[src/rtl/gpio_io_controller.sv]
// I/O-space bus master executing AVR IN/OUT/SBI/CBI/SBIS/SBIC against GPIO banks A..D.
// Define GPIO_CTRL_WRITE_VERIFY_EN to add a post-write read-back check (VERIFY state).
module gpio_io_controller #(
    parameter int unsigned NUM_PORTS = 4,
    parameter int unsigned WIDTH     = 8
) (
    input  logic                       clk,
    input  logic                       clr,
    input  logic                       req,
    input  logic [2:0]                 op,
    input  logic [5:0]                 io_addr,
    input  logic [2:0]                 bit_sel,
    input  logic [WIDTH-1:0]           wdata,
    output logic                       ready,
    output logic                       done,
    output logic [WIDTH-1:0]           rdata,
    output logic                       skip,
    output logic                       err,
    output logic [NUM_PORTS-1:0]       ddr_we,
    output logic [NUM_PORTS-1:0]       port_we,
    output logic [WIDTH-1:0]           gpio_wdata,
    input  logic [NUM_PORTS*WIDTH-1:0] ddr_in,
    input  logic [NUM_PORTS*WIDTH-1:0] port_in,
    input  logic [NUM_PORTS*WIDTH-1:0] pin_in,
    output logic                       verify_fail
);

    localparam logic [2:0] OP_NOP  = 3'd0;
    localparam logic [2:0] OP_IN   = 3'd1;
    localparam logic [2:0] OP_OUT  = 3'd2;
    localparam logic [2:0] OP_SBI  = 3'd3;
    localparam logic [2:0] OP_SBIS = 3'd5;
    localparam logic [2:0] OP_SBIC = 3'd6;
    localparam logic [2:0] OP_RSV  = 3'd7;

`ifdef GPIO_CTRL_WRITE_VERIFY_EN
    typedef enum logic [2:0] {S_IDLE, S_READ, S_WRITE, S_DONE, S_VERIFY} state_t;
`else
    typedef enum logic [1:0] {S_IDLE, S_READ, S_WRITE, S_DONE} state_t;
`endif

    typedef enum logic [1:0] {K_PIN, K_DDR, K_PORT, K_NONE} kind_t;

    state_t           state;
    logic [2:0]       op_q;
    logic [5:0]       addr_q;
    logic [2:0]       bit_q;
    logic [5:0]       dec_addr;
    logic [1:0]       bank;
    kind_t            kind;
    logic [WIDTH-1:0] sel_val;
    logic [WIDTH-1:0] bit_mask;
    logic [NUM_PORTS-1:0] we_vec;

    // While idle decode the incoming address; afterwards the latched one.
    always_comb begin
        dec_addr = (state == S_IDLE) ? io_addr : addr_q;
        bank     = 2'd0;
        kind     = K_NONE;
        case (dec_addr)
            6'h19: begin bank = 2'd0; kind = K_PIN;  end
            6'h1A: begin bank = 2'd0; kind = K_DDR;  end
            6'h1B: begin bank = 2'd0; kind = K_PORT; end
            6'h16: begin bank = 2'd1; kind = K_PIN;  end
            6'h17: begin bank = 2'd1; kind = K_DDR;  end
            6'h18: begin bank = 2'd1; kind = K_PORT; end
            6'h13: begin bank = 2'd2; kind = K_PIN;  end
            6'h14: begin bank = 2'd2; kind = K_DDR;  end
            6'h15: begin bank = 2'd2; kind = K_PORT; end
            6'h10: begin bank = 2'd3; kind = K_PIN;  end
            6'h11: begin bank = 2'd3; kind = K_DDR;  end
            6'h12: begin bank = 2'd3; kind = K_PORT; end
            default: ;
        endcase
    end

    always_comb begin
        sel_val = '0;
        case (kind)
            K_PIN:   sel_val = pin_in[int'(bank)*WIDTH +: WIDTH];
            K_DDR:   sel_val = ddr_in[int'(bank)*WIDTH +: WIDTH];
            K_PORT:  sel_val = port_in[int'(bank)*WIDTH +: WIDTH];
            default: ;
        endcase
        bit_mask = WIDTH'(1) << bit_q;
        we_vec   = NUM_PORTS'(1) << bank;
    end

    always_ff @(posedge clk) begin
        if (clr) begin
            state      <= S_IDLE;
            ready      <= 1'b1;
            done       <= 1'b0;
            skip       <= 1'b0;
            err        <= 1'b0;
            rdata      <= '0;
            gpio_wdata <= '0;
            ddr_we     <= '0;
            port_we    <= '0;
            op_q       <= OP_NOP;
            addr_q     <= '0;
            bit_q      <= '0;
`ifdef GPIO_CTRL_WRITE_VERIFY_EN
            verify_fail <= 1'b0;
`endif
        end else begin
            case (state)
                S_IDLE: begin
                    if (req) begin
                        op_q       <= op;
                        addr_q     <= io_addr;
                        bit_q      <= bit_sel;
                        gpio_wdata <= wdata;
                        rdata      <= '0;
                        skip       <= 1'b0;
                        err        <= 1'b0;
                        ready      <= 1'b0;
                        if (op == OP_NOP) begin
                            state <= S_DONE;
                            done  <= 1'b1;
                        end else if (op == OP_RSV || kind == K_NONE) begin
                            state <= S_DONE;
                            done  <= 1'b1;
                            err   <= 1'b1;
                        end else if (op == OP_OUT) begin
                            // A PIN target walks the normal path with no enable, flagged at done
                            state <= S_WRITE;
                            if (kind == K_DDR)  ddr_we  <= we_vec;
                            if (kind == K_PORT) port_we <= we_vec;
                        end else begin
                            state <= S_READ;
                        end
                    end
                end
                S_READ: begin
                    case (op_q)
                        OP_IN: begin
                            rdata <= sel_val;
                            state <= S_DONE;
                            done  <= 1'b1;
                        end
                        OP_SBIS, OP_SBIC: begin
                            skip  <= (op_q == OP_SBIS) ? sel_val[bit_q] : !sel_val[bit_q];
                            state <= S_DONE;
                            done  <= 1'b1;
                        end
                        default: begin
                            gpio_wdata <= (op_q == OP_SBI) ? (sel_val | bit_mask) : (sel_val & ~bit_mask);
                            state      <= S_WRITE;
                            if (kind == K_DDR)  ddr_we  <= we_vec;
                            if (kind == K_PORT) port_we <= we_vec;
                        end
                    endcase
                end
                S_WRITE: begin
                    ddr_we  <= '0;
                    port_we <= '0;
`ifdef GPIO_CTRL_WRITE_VERIFY_EN
                    state   <= S_VERIFY;
`else
                    state   <= S_DONE;
                    done    <= 1'b1;
                    err     <= (kind == K_PIN);
`endif
                end
`ifdef GPIO_CTRL_WRITE_VERIFY_EN
                // Bank registers now hold the write; PORT reads back masked by DDR
                S_VERIFY: begin
                    state       <= S_DONE;
                    done        <= 1'b1;
                    err         <= (kind == K_PIN);
                    verify_fail <= (kind != K_PIN) &&
                                   (sel_val != ((kind == K_PORT) ?
                                    (gpio_wdata & ddr_in[int'(bank)*WIDTH +: WIDTH]) : gpio_wdata));
                end
`endif
                S_DONE: begin
                    done  <= 1'b0;
                    err   <= 1'b0;
                    ready <= 1'b1;
                    state <= S_IDLE;
`ifdef GPIO_CTRL_WRITE_VERIFY_EN
                    verify_fail <= 1'b0;
`endif
                end
                default: state <= S_IDLE;
            endcase
        end
    end

`ifndef GPIO_CTRL_WRITE_VERIFY_EN
    assign verify_fail = 1'b0;
`endif

endmodule

[config.mk]
export PLATFORM = sky130hd
export DESIGN_NAME = gpio_io_controller
export DESIGN_NICKNAME = d
export VERILOG_FILES = /design/src/rtl/gpio_io_controller.sv
export SDC_FILE = /design/constraint.sdc
export NUM_CORES = 1
export LEC_CHECK = 0
export CORE_ASPECT_RATIO = 1.4
export CORE_MARGIN = 4
export CORE_UTILIZATION = 40
export DETAILED_ROUTE_END_ITERATION = 10
export PLACE_DENSITY = 0.76
export RECOVER_POWER = 25
export SYNTH_ARGS = -nofsm -noshare
export SYNTH_HDL_FRONTEND = slang
export SYNTH_SLANG_ARGS = --single-unit
[constraint.sdc]
create_clock -name clk -period 4.1 [get_ports clk]
set_input_delay 0.41 -clock clk [delete_from_list [all_inputs] [get_ports clk]]
set_output_delay 0.41 -clock clk [all_outputs]
set_load 0.02 [all_outputs]
== Yosys cells after proc, flatten, opt, wreduce, memory -nomap -nowiden ==
Cells that the tools add are included.

* $lt $le $gt $ge: 1
* Equal/unequal tests: 33
* Shifts and indexed selects: 5
* Muxes and demuxes: 47
* Bitwise logic cells: 3
* Reductions and logical operators: 25

{| class="wikitable"
|+ Operators with widths
! kind !! count
|-
| $shiftx 32x6->8 || 3
|-
| $eq 6x5->1 const B || 12
|-
| $mux 4 || 12
|-
| $mux 8 || 5
|-
| $pmux 8 s2 || 2
|-
| $pmux 4 s3 || 2
|-
| $pmux 8 s3 || 1
|-
| $ne 2x2->1 const B || 7
|-
| $mux 1 || 12
|-
| $pmux 2 s3 || 2
|-
| $reduce_and 3->1 || 4
|-
| $reduce_or 3->1 || 4
|-
| $reduce_or 4->1 || 3
|-
| $eq 3x3->1 const B || 3
|-
| $and 8x8->8 || 1
|-
| $eq 2x2->1 const B || 4
|-
| $mux 2 || 4
|-
| $not 8->8 || 1
|-
| $or 8x8->8 || 1
|-
| $pmux 2 s4 || 1
|-
| $shl 1x3->8 const A || 1
|-
| $eq 3x2->1 const B || 2
|-
| $mux 6 || 1
|-
| $reduce_and 2->1 || 3
|-
| 18 further kinds || 23
|}

* Register bits after elaboration: 42
* Input port bits: 119
* Word-level logic and storage cells: 126

== Depth between registers and ports, before layout ==
Gate-level depths: netlist (run 1).

* Depth after elaboration: 13
* Depth in mapped cells: 16
* Depth with buffers taken out: 12

== Worst setup path before layout (run 1) ==
Ideal clock, no wire load.

* Path type: register to register
* Start: reg state[0]
* End: reg skip
* Setup time: 125 ps
* Arrival time: 3,048 ps
* Slack: 927 ps
* Stages on the path, launching flop included: 17
* Buffers on the path: 4
* Period minus slack after synthesis: 3,173 ps
* Cell sequence: dfxtp_1 > inv_1 > ha_1 > buf_6 > buf_6 > and3b_1 > or2_2 > buf_4 > o21ai_1 > buf_2 > o22a_1 > o21ai_1 > nor4_2 > a211oi_1 > nor4_2 > mux2i_1 > o32ai_1

* Longest elaborated chain between the ends: 13

{| class="wikitable"
|+ Ends and longest elaborated chain
! element !! line !! RTL
|-
| start, declared || 44 || <nowiki>state_t state;</nowiki>
|-
| start signal, assigned || 91 || <nowiki>state <= S_IDLE;</nowiki>
|-
| start signal, assigned || 119 || <nowiki>state <= S_DONE;</nowiki>
|-
| start signal, assigned || 122 || <nowiki>state <= S_DONE;</nowiki>
|-
| $logic_not 2->1 || 57, 107 ||
|-
| $mux 6 || 57 || <nowiki>dec_addr = (state == S_IDLE) ? io_addr : addr_q;</nowiki>
|-
| $eq 6x5->1 || 60 || <nowiki>case (dec_addr)</nowiki>
|-
| $reduce_or 3->1 (no source line) or $reduce_or 4->1 (tied branches) || n/a ||
|-
| $pmux 2 s3 || 60 ||
|-
| $shiftx 32x6->8, or another cell as far along || 82 || <nowiki>K_PORT: sel_val = port_in[int'(bank)*WIDTH +: WIDTH];</nowiki>
|-
| $pmux 8 s3 || 79 || <nowiki>case (kind)</nowiki>
|-
| $bmux 1 s3 || 143 || <nowiki>skip <= (op_q == OP_SBIS) ? sel_val[bit_q] : !sel_val[bit_q];</nowiki>
|-
| $mux 1 (implied by the code) || 143 ||
|-
| $logic_not 1->1 || 143 ||
|-
| $mux 1 || 143 ||
|-
| $mux 1 || 136 || <nowiki>case (op_q)</nowiki>
|-
| $pmux 1 s2 || 107 || <nowiki>case (state)</nowiki>
|-
| end signal, assigned || 143 ||
|-
| end, declared || 17 || <nowiki>output logic skip,</nowiki>
|}

Parallel ways exist; a longest one is shown, timed or not. The select of a mux whose other input is x is not followed.
A chain may end at the register's enable or synchronous reset.

== Final worst setup path (run 1) ==
* Start: reg state[1]
* End: reg skip

The elaborated chain is that of the path after synthesis.

==> results of run 1 <==
cells in the final DEF, fill, tap and decap left out, drive strengths merged, types with 4 or more instances in the layout:
cell           synthesis  final
o221ai                 6      6
a31oi                 14     14
nor2                  71     71
clkbuf                18      8
dfxtp                 42     42
buf                   15     29
a211oi                 9      9
or3                    6      6
nor3                  18     18
mux2                   5      5
dlygate4sd3            0     17
a21oi                 44     44
o22a                   8      8
o21bai                14     14
nand3                  6      6
nand2b                 5      5
nor4                   6      6
o22ai                  6      6
o31ai                  4      4
a311oi                 7      7
a22oi                  6      6
mux2i                  6      6
nand2                 68     68
o21ai                 23     23
o211ai                11     11
clkdlybuf4s50          0    129
inv                   13     13
ha                     4      4
or2                    7      7
flip-flops by register name (all words and copies together), names as in the netlist:
name / flops
gpio_wdata: 8
rdata: 8
addr_q: 6
ddr_we: 4
port_we: 4
bit_q: 3
op_q: 3
state: 2
done: 1
err: 1
ready: 1
skip: 1
through the flow:
stage / setup slack [ns] / hold WS, ns / total power, W
5_1_grt: 0.0885 / 0.484 / 0.00311
2_1_floorplan: 0.927 / 0.440 / 0.00180
6_report: 0.273 / 0.454 / 0.00293
4_1_cts: 0.0643 / 0.460 / 0.00291
3_3_place_gp: 0.130 / 0.440 / 0.00246
3_5_place_dp: 0.112 / 0.452 / 0.00247
per-layer routing:
| layer | wire (um) | up-vias |
|---|---|---|
| met5 | 0 | - |
| met2 | 7140 | 241 |
| li1 | - | 2087 |
| met4 | 386 | 0 |
| met1 | 5750 | 2040 |
| met3 | 896 | 28 |
worst min-delay path, stage by stage (launching register included):
cell	delay, ns
dfxtp_1	0.30
nand2_1	0.05
a21oi_1	0.05
worst max path at each step:
stage / end / slack (ns) / cells after the start
6_report: skip / 0.27 / 12
5_1_grt: skip / 0.09 / 12
4_1_cts: skip / 0.06 / 12
3_5_place_dp: skip / 0.11 / 12
3_3_place_gp: skip / 0.13 / 12
2_1_floorplan: skip / 0.93 / 16
power groups by stage:
stage	logic, W	clock network [W]	registers (W)
2_1_floorplan	0.00119	0	0.000613
3_3_place_gp	0.00189	0	0.000568
3_5_place_dp	0.00190	0	0.000573
4_1_cts	0.00191	0.000439	0.000565
5_1_grt	0.00208	0.000455	0.000576
6_report	0.00193	0.000435	0.000565
cell type report:
type	instances	area, um^2
Clock buffer	8	166
Fill cell	759	3200
Inverter	14	52.6
Multi-Input combinational cell	398	2420
Sequential cell	42	841
Tap cell	105	131
Timing Repair Buffer	175	1690
what timing repair did:
item                       in CTS  in global routing
hold buffers                    0                  0
setup endpoints to repair       0                  2
resized for setup               0                  2
logic make-up after synthesis:
logic type      share of synthesized area
buf+inv                            0.0626
compound gates                      0.352
flops                               0.242
mux                                0.0493
fa+ha+maj                          0.0144
simple gates                        0.274
xor+xnor                          0.00504
other cells                       0.00108
==> summary.txt, run 1 <==
Final net count = 759
Detailed-route DRC error count = 0
Worst endpoint data arrival time = 3.97 ns
# setup viols final = 0
Stage delay of the slowest cell on the critical path = 0.52 ns
Synth Flop Type = dfxtp_1
Critical Path Sink Type = flip-flop
Worst Hold Path Cells = 2
Total track usage = 0.266
Global-route wire length before repair = 21,900 um
Std-Cell Rows = 40
Routed wire length = 14,200 um
Global routing met2 resource utilization = 0.467
Share of power burned in registers = 0.193
GR Layer Usage met1 = 0.331
Critical setup path kind = reg -> reg
Proportion of power drawn by combinational gates = 0.658
1st-pass router iterations = 8
Sum of overflow across all layers after global routing = 0
Cell internal power dissipation = 0.00155 W
Top cell type's share of synthesized area = 0.242
Reg2Reg Capture Point = skip
Mean cell area of the mapped netlist = 7.14 um^2
Maximum fanout along the worst path = 14
Period Utilization, post-route = 0.933
Die height = 118 um
Number of I/O pins = 148
Met3 capacity usage during global routing = 0.0251
Gate Count Post-Synth = 487
Family with the most delay on the worst path = compound AO/OA/AOI/OAI gates
Routability cong. = 0.947
Worst path required time = 4.24 ns
Maximum number of pins on one net before global-route repair = 26
Maximum capacitance violations = 0
Switching Share = 0.472
Peak-usage layer in the global routing report = met2
CTS tree = built
Origin of the worst min-delay path = gpio_wdata[1]
Reg-to-reg slack, setup = 0.27 ns
EDFF count, synth = 0
List of most frequent post-synthesis cells = nor2_1 (70), nand2_1 (68), a21oi_1 (44), dfxtp_1 (42)
WL per Instance = 19.1 um
Cells along the critical path = inv_1 -> ha_2 -> mux2i_4 -> xnor2_1 -> nor3_1 -> o21ai_4 -> o221ai_1 -> a2111oi_4 -> a211oi_1 -> nor4_2 -> mux2i_1 -> o32ai_1
Highest clock frequency the design can meet = 261 MHz
Final hold violation count = 0
Antenna Diode Count = 0
Clk pin slew, worst setup/hold paths = 0.06 ns
Vias per inst = 5.92
CTS HTree Levels = 2
Starting density of the core = 0.409
Placed cell area = 0.00513 mm^2
First element of the critical path = state[1]
Startpoint of the lowest-slack register-to-register path = state[1]
Final Cell Area = 0.00531 mm^2
Final max-slew violation count = 0
Vias after detailed routing = 4,396
Final standard cell utilization of the core = 0.624
Most common cell in the synthesized netlist = nor2_1
Slew @ Worst Pin = 0.813 ns
Netlist cell types = 72
Clock sink count = 42
Setup Buffers After CTS = 0
Clock buffer depth = 2
Register-to-Register Path Depth = 12
Final standard cell count with taps included and fillers excluded = 742
Syn_nets = 610
Static power due to leakage = 1.92 nW
Final HPWL from detailed placement = 11,400 um
Clock power share = 0.149
Inserted Clock Buffers = 5
Number of DRC markers after the initial detailed-route iteration = 338
Period minus WS final = 3.83 ns
Yosys warnings = 0
#FFs+latches synth = 42
Total power per unit cell area = 552 mW/mm^2
Share of cells above drive strength 1 = 0.104
Aggregate negative setup slack = 0 ns
Buffers & Inverters on Critical Path = 1
Cell taking the most area after synthesis = dfxtp_1
RSZ-0062 raised after global routing = no
Clock tree skew after final layout = 0.00401 ns
Core area = 0.00851 mm^2
Antenna violations before repair = 0
Port Buf Inserts = 146
Worst rel slew slack = 0.456
Die outline width = 86.8 um
Worst hold path endpoint = gpio_wdata[1]
Status = completed
Synthesized cell area = 0.00348 mm^2
Sequential fraction of the synthesis area = 0.242
Die outline area = 0.0103 mm^2
Via count of the first global-routing pass = 4,322
Share of synthesized registers carrying an async set or reset = 0
Startpoint type of the worst setup path = flip-flop
Worst hold-check path type = reg -> reg
Top post-synthesis cells by area = dfxtp_1 (24%), nor2_1 (7.6%), nand2_1 (7.3%), a21oi_1 (6.3%), o21bai_1 (3.0%)
Post-route ant nets = 0
DP Cell Count = 734
Worst supply voltage drop on vdd = 0.502 mV
Area growth syn-to-layout = 52.6%
CP max stage cell = mux2i_4
Clock root buffer master = clkbuf_16
Switching power = 0.00138 W
Clock insertion delay at the later pin of the skew report = 0.29 ns
Power figures use the tool's default switching activity.
==> inputs of run 2 (changes only) <==
--- a/config.mk
+++ b/config.mk
@@ -5,7 +5,7 @@
 export SDC_FILE = /design/constraint.sdc
 export NUM_CORES = 1
 export LEC_CHECK = 0
-export CORE_ASPECT_RATIO = 1.4
+export CORE_ASPECT_RATIO = 1.75
 export CORE_MARGIN = 4
 export CORE_UTILIZATION = 40
 export DETAILED_ROUTE_END_ITERATION = 10
==> run 2 against run 1 <==
Die area grew 0.37%. Utilization up 0.52 points. Via count barely moved. Clock skew barely moved. Global-route usage is 0.17 points lower. First-iteration DRC count decreased by 4.4%. Combinational power fell by 4%. Non-clock buffer count fell by 6. Critical path depth increased by 1. Largest cell class unchanged. Largest power group unchanged. Highest routed layer unchanged.
==> summary.txt, run 2 (same netlist as run 1, synthesis figures left out) <==
Most common cell after layout, fill and taps aside = clkdlybuf4s50_1 (unchanged)
Final hold violation count = 0 (unchanged)
Clock sink count = 42 (unchanged)
CP max stage cell = mux2i_4 (unchanged)
Critical Path Sink Type = flip-flop (unchanged)
Worst endpoint data arrival time = 3.88 ns (was 3.97 ns)
Overall power of the completed layout = 0.00287 W (was 0.00293 W)
CTS HTree Levels = 2 (unchanged)
Count of hold buffers inserted by post-cts repair = 0 (unchanged)
Share of cells above drive strength 1 = 0.0919 (was 0.104)
Placed cell area = 0.00508 mm^2 (was 0.00513 mm^2)
Core area = 0.00837 mm^2 (was 0.00851 mm^2)
Proportion of power drawn by combinational gates = 0.645 (was 0.658)
Maximum capacitance violations = 0 (unchanged)
Total power per unit cell area = 545 mW/mm^2 (was 552 mW/mm^2)
Pre-CTS WS = 0.339 ns (was 0.112 ns)
Number of DRC markers after the initial detailed-route iteration = 323 (was 338)
Routability cong. = 0.955 (was 0.947)
Starting density of the core = 0.416 (was 0.409)
Clock tree skew after final layout = 0.00360 ns (was 0.00401 ns)
Via count of the first global-routing pass = 4,461 (was 4,322)
Highest-count cells in the layout ignoring fill and taps = clkdlybuf4s50_1 (129), nor2_1 (70), nand2_1 (68) (unchanged)
Worst hold-check path type = reg -> reg (unchanged)
Reg-to-reg slack, setup = 0.35 ns (was 0.27 ns)
Number of I/O pins = 148 (unchanged)
Inserted Clock Buffers = 5 (unchanged)
Static power due to leakage = 1.88 nW (was 1.92 nW)
Slew @ Worst Pin = 1.23 ns (was 0.813 ns)
Vias per inst = 5.89 (was 5.92)
Period Utilization, post-route = 0.915 (was 0.933)
Highest clock frequency the design can meet = 267 MHz (was 261 MHz)
Share of power burned in registers = 0.197 (was 0.193)
Die height = 131 um (was 118 um)
Std-Cell Rows = 44 (was 40)
Switching power = 0.00135 W (was 0.00138 W)
Cell internal power dissipation = 0.00152 W (was 0.00155 W)
Stage delay of the slowest cell on the critical path = 0.44 ns (was 0.52 ns)
Worst supply voltage drop on vdd = 0.268 mV (was 0.502 mV)
Port Buf Inserts = 146 (unchanged)
Area growth syn-to-layout = 51.3% (was 52.6%)
Routed wire length = 13,900 um (was 14,200 um)
Total track usage = 0.265 (was 0.266)
Final net count = 753 (was 759)
Die outline area = 0.0103 mm^2 (about the same)
Clock root buffer master = clkbuf_16 (unchanged)
Final Cell Area = 0.00526 mm^2 (was 0.00531 mm^2)
Status = completed (unchanged)
1st-pass router iterations = 5 (was 8)
Clock insertion delay at the later pin of the skew report = 0.29 ns (about the same)
# setup viols final = 0 (unchanged)
Worst Slack Setup Final = 0.350 ns (was 0.273 ns)
Cells along the critical path = inv_1 -> ha_1 -> buf_4 -> mux2i_4 -> o21ai_2 -> a221o_1 -> or2_1 -> a21o_1 -> a2111oi_4 -> a211oi_1 -> nor4_2 -> mux2i_1 -> o32ai_1 (was inv_1 -> ha_2 -> mux2i_4 -> xnor2_1 -> nor3_1 -> o21ai_4 -> o221ai_1 -> a2111oi_4 -> a211oi_1 -> nor4_2 -> mux2i_1 -> o32ai_1)
Maximum fanout along the worst path = 11 (was 14)
Clock buffer depth = 2 (unchanged)
Sum of overflow across all layers after global routing = 0 (unchanged)
Worst rel slew slack = 0.180 (was 0.456)
Antenna Diode Count = 0 (unchanged)
Worst path required time = 4.23 ns (was 4.24 ns)
Clock power share = 0.158 (was 0.149)
Final max-slew violation count = 0 (unchanged)
Maximum number of pins on one net before global-route repair = 35 (was 26)
Final HPWL from detailed placement = 11,200 um (was 11,400 um)
Biggest registers after layout = gpio_wdata: 8 flops, rdata: 8 flops, addr_q: 6 flops (unchanged)
WL per Instance = 18.7 um (was 19.1 um)
Family with the most delay on the worst path = compound AO/OA/AOI/OAI gates (unchanged)
Switching Share = 0.471 (was 0.472)
Startpoint type of the worst setup path = flip-flop (unchanged)
Critical setup path kind = reg -> reg (unchanged)
Die outline width = 78.5 um (was 86.8 um)
Clk pin slew, worst setup/hold paths = 0.06 ns (about the same)
CTS tree = built (unchanged)
Aggregate negative setup slack = 0 ns (unchanged)
Vias after detailed routing = 4,394 (was 4,396)
Post-route ant nets = 0 (unchanged)
Buffers & Inverters on Critical Path = 2 (was 1)
Period minus WS final = 3.75 ns (was 3.83 ns)
Antenna violations before repair = 0 (unchanged)
Detailed-route DRC error count = 0 (unchanged)
Fill cell instance count of the final layout = 792 (was 759)
RSZ-0062 raised after global routing = no (unchanged)
Global-route wire length before repair = 21,800 um (was 21,900 um)
==> run 2: worst paths after layout <==
| path | startpoint | end | cells after the start |
|---|---|---|---|
| max reg2reg | state[0] | skip | 13 |
| min reg2reg | gpio_wdata[5] | gpio_wdata[5] | 2 |
| min | gpio_wdata[5] | gpio_wdata[5] | 2 |
| max | state[0] | skip | 13 |
==> run 2: per-layer routing <==
layer,vias to the layer above,global-route usage,wire (um)
met2,234,0.492,7440
met5,-,0,0
met1,2027,0.268,4800
met4,0,0.163,784
met3,50,0.0397,918
li1,2083,-,-
==> run 2: worst min-delay path, stage by stage, from the launching register on <==
cell     delay [ns]
dfxtp_1        0.30
nand2_1        0.05
a21oi_1        0.05
==> run 2: cell type report <==
cell class / instances / area (um^2) / share of cell area
repair buffers: 169 / 1630 / 0.311
well taps: 115 / 144 / 0.0273
clock inverters: 2 / 37.5 / 0.00713
clock buffers: 6 / 129 / 0.0245
flip-flops and latches: 42 / 841 / 0.160
multi-input cells: 398 / 2420 / 0.461
inverters: 14 / 52.6 / 0.00999
==> run 2: power groups by stage <==
stage | registers (W) | logic [W] | clock network [W]
after floorplan | 0.000613 | 0.00119 | 0
after global placement | 0.000568 | 0.00182 | 0
after detailed placement | 0.000573 | 0.00183 | 0
after CTS | 0.000566 | 0.00184 | 0.000453
after global routing | 0.000577 | 0.00200 | 0.000476
final | 0.000566 | 0.00185 | 0.000453
==> run 2: through the flow <==
step | cells | hold slack (ns) | utilization
6_report | 746 | 0.444 | 0.629
5_1_grt | 746 | 0.469 | 0.629
4_1_cts | 745 | 0.450 | 0.627
3_5_place_dp | 737 | 0.442 | 0.607
3_3_place_gp | 737 | 0.439 | 0.607
2_1_floorplan | 487 | 0.440 | -
==> run 2: what timing repair did <==
item / CTS / global route
setup buffers: 0 / 1
gates resized for setup: 0 / 1
setup endpoints to repair: 0 / 1
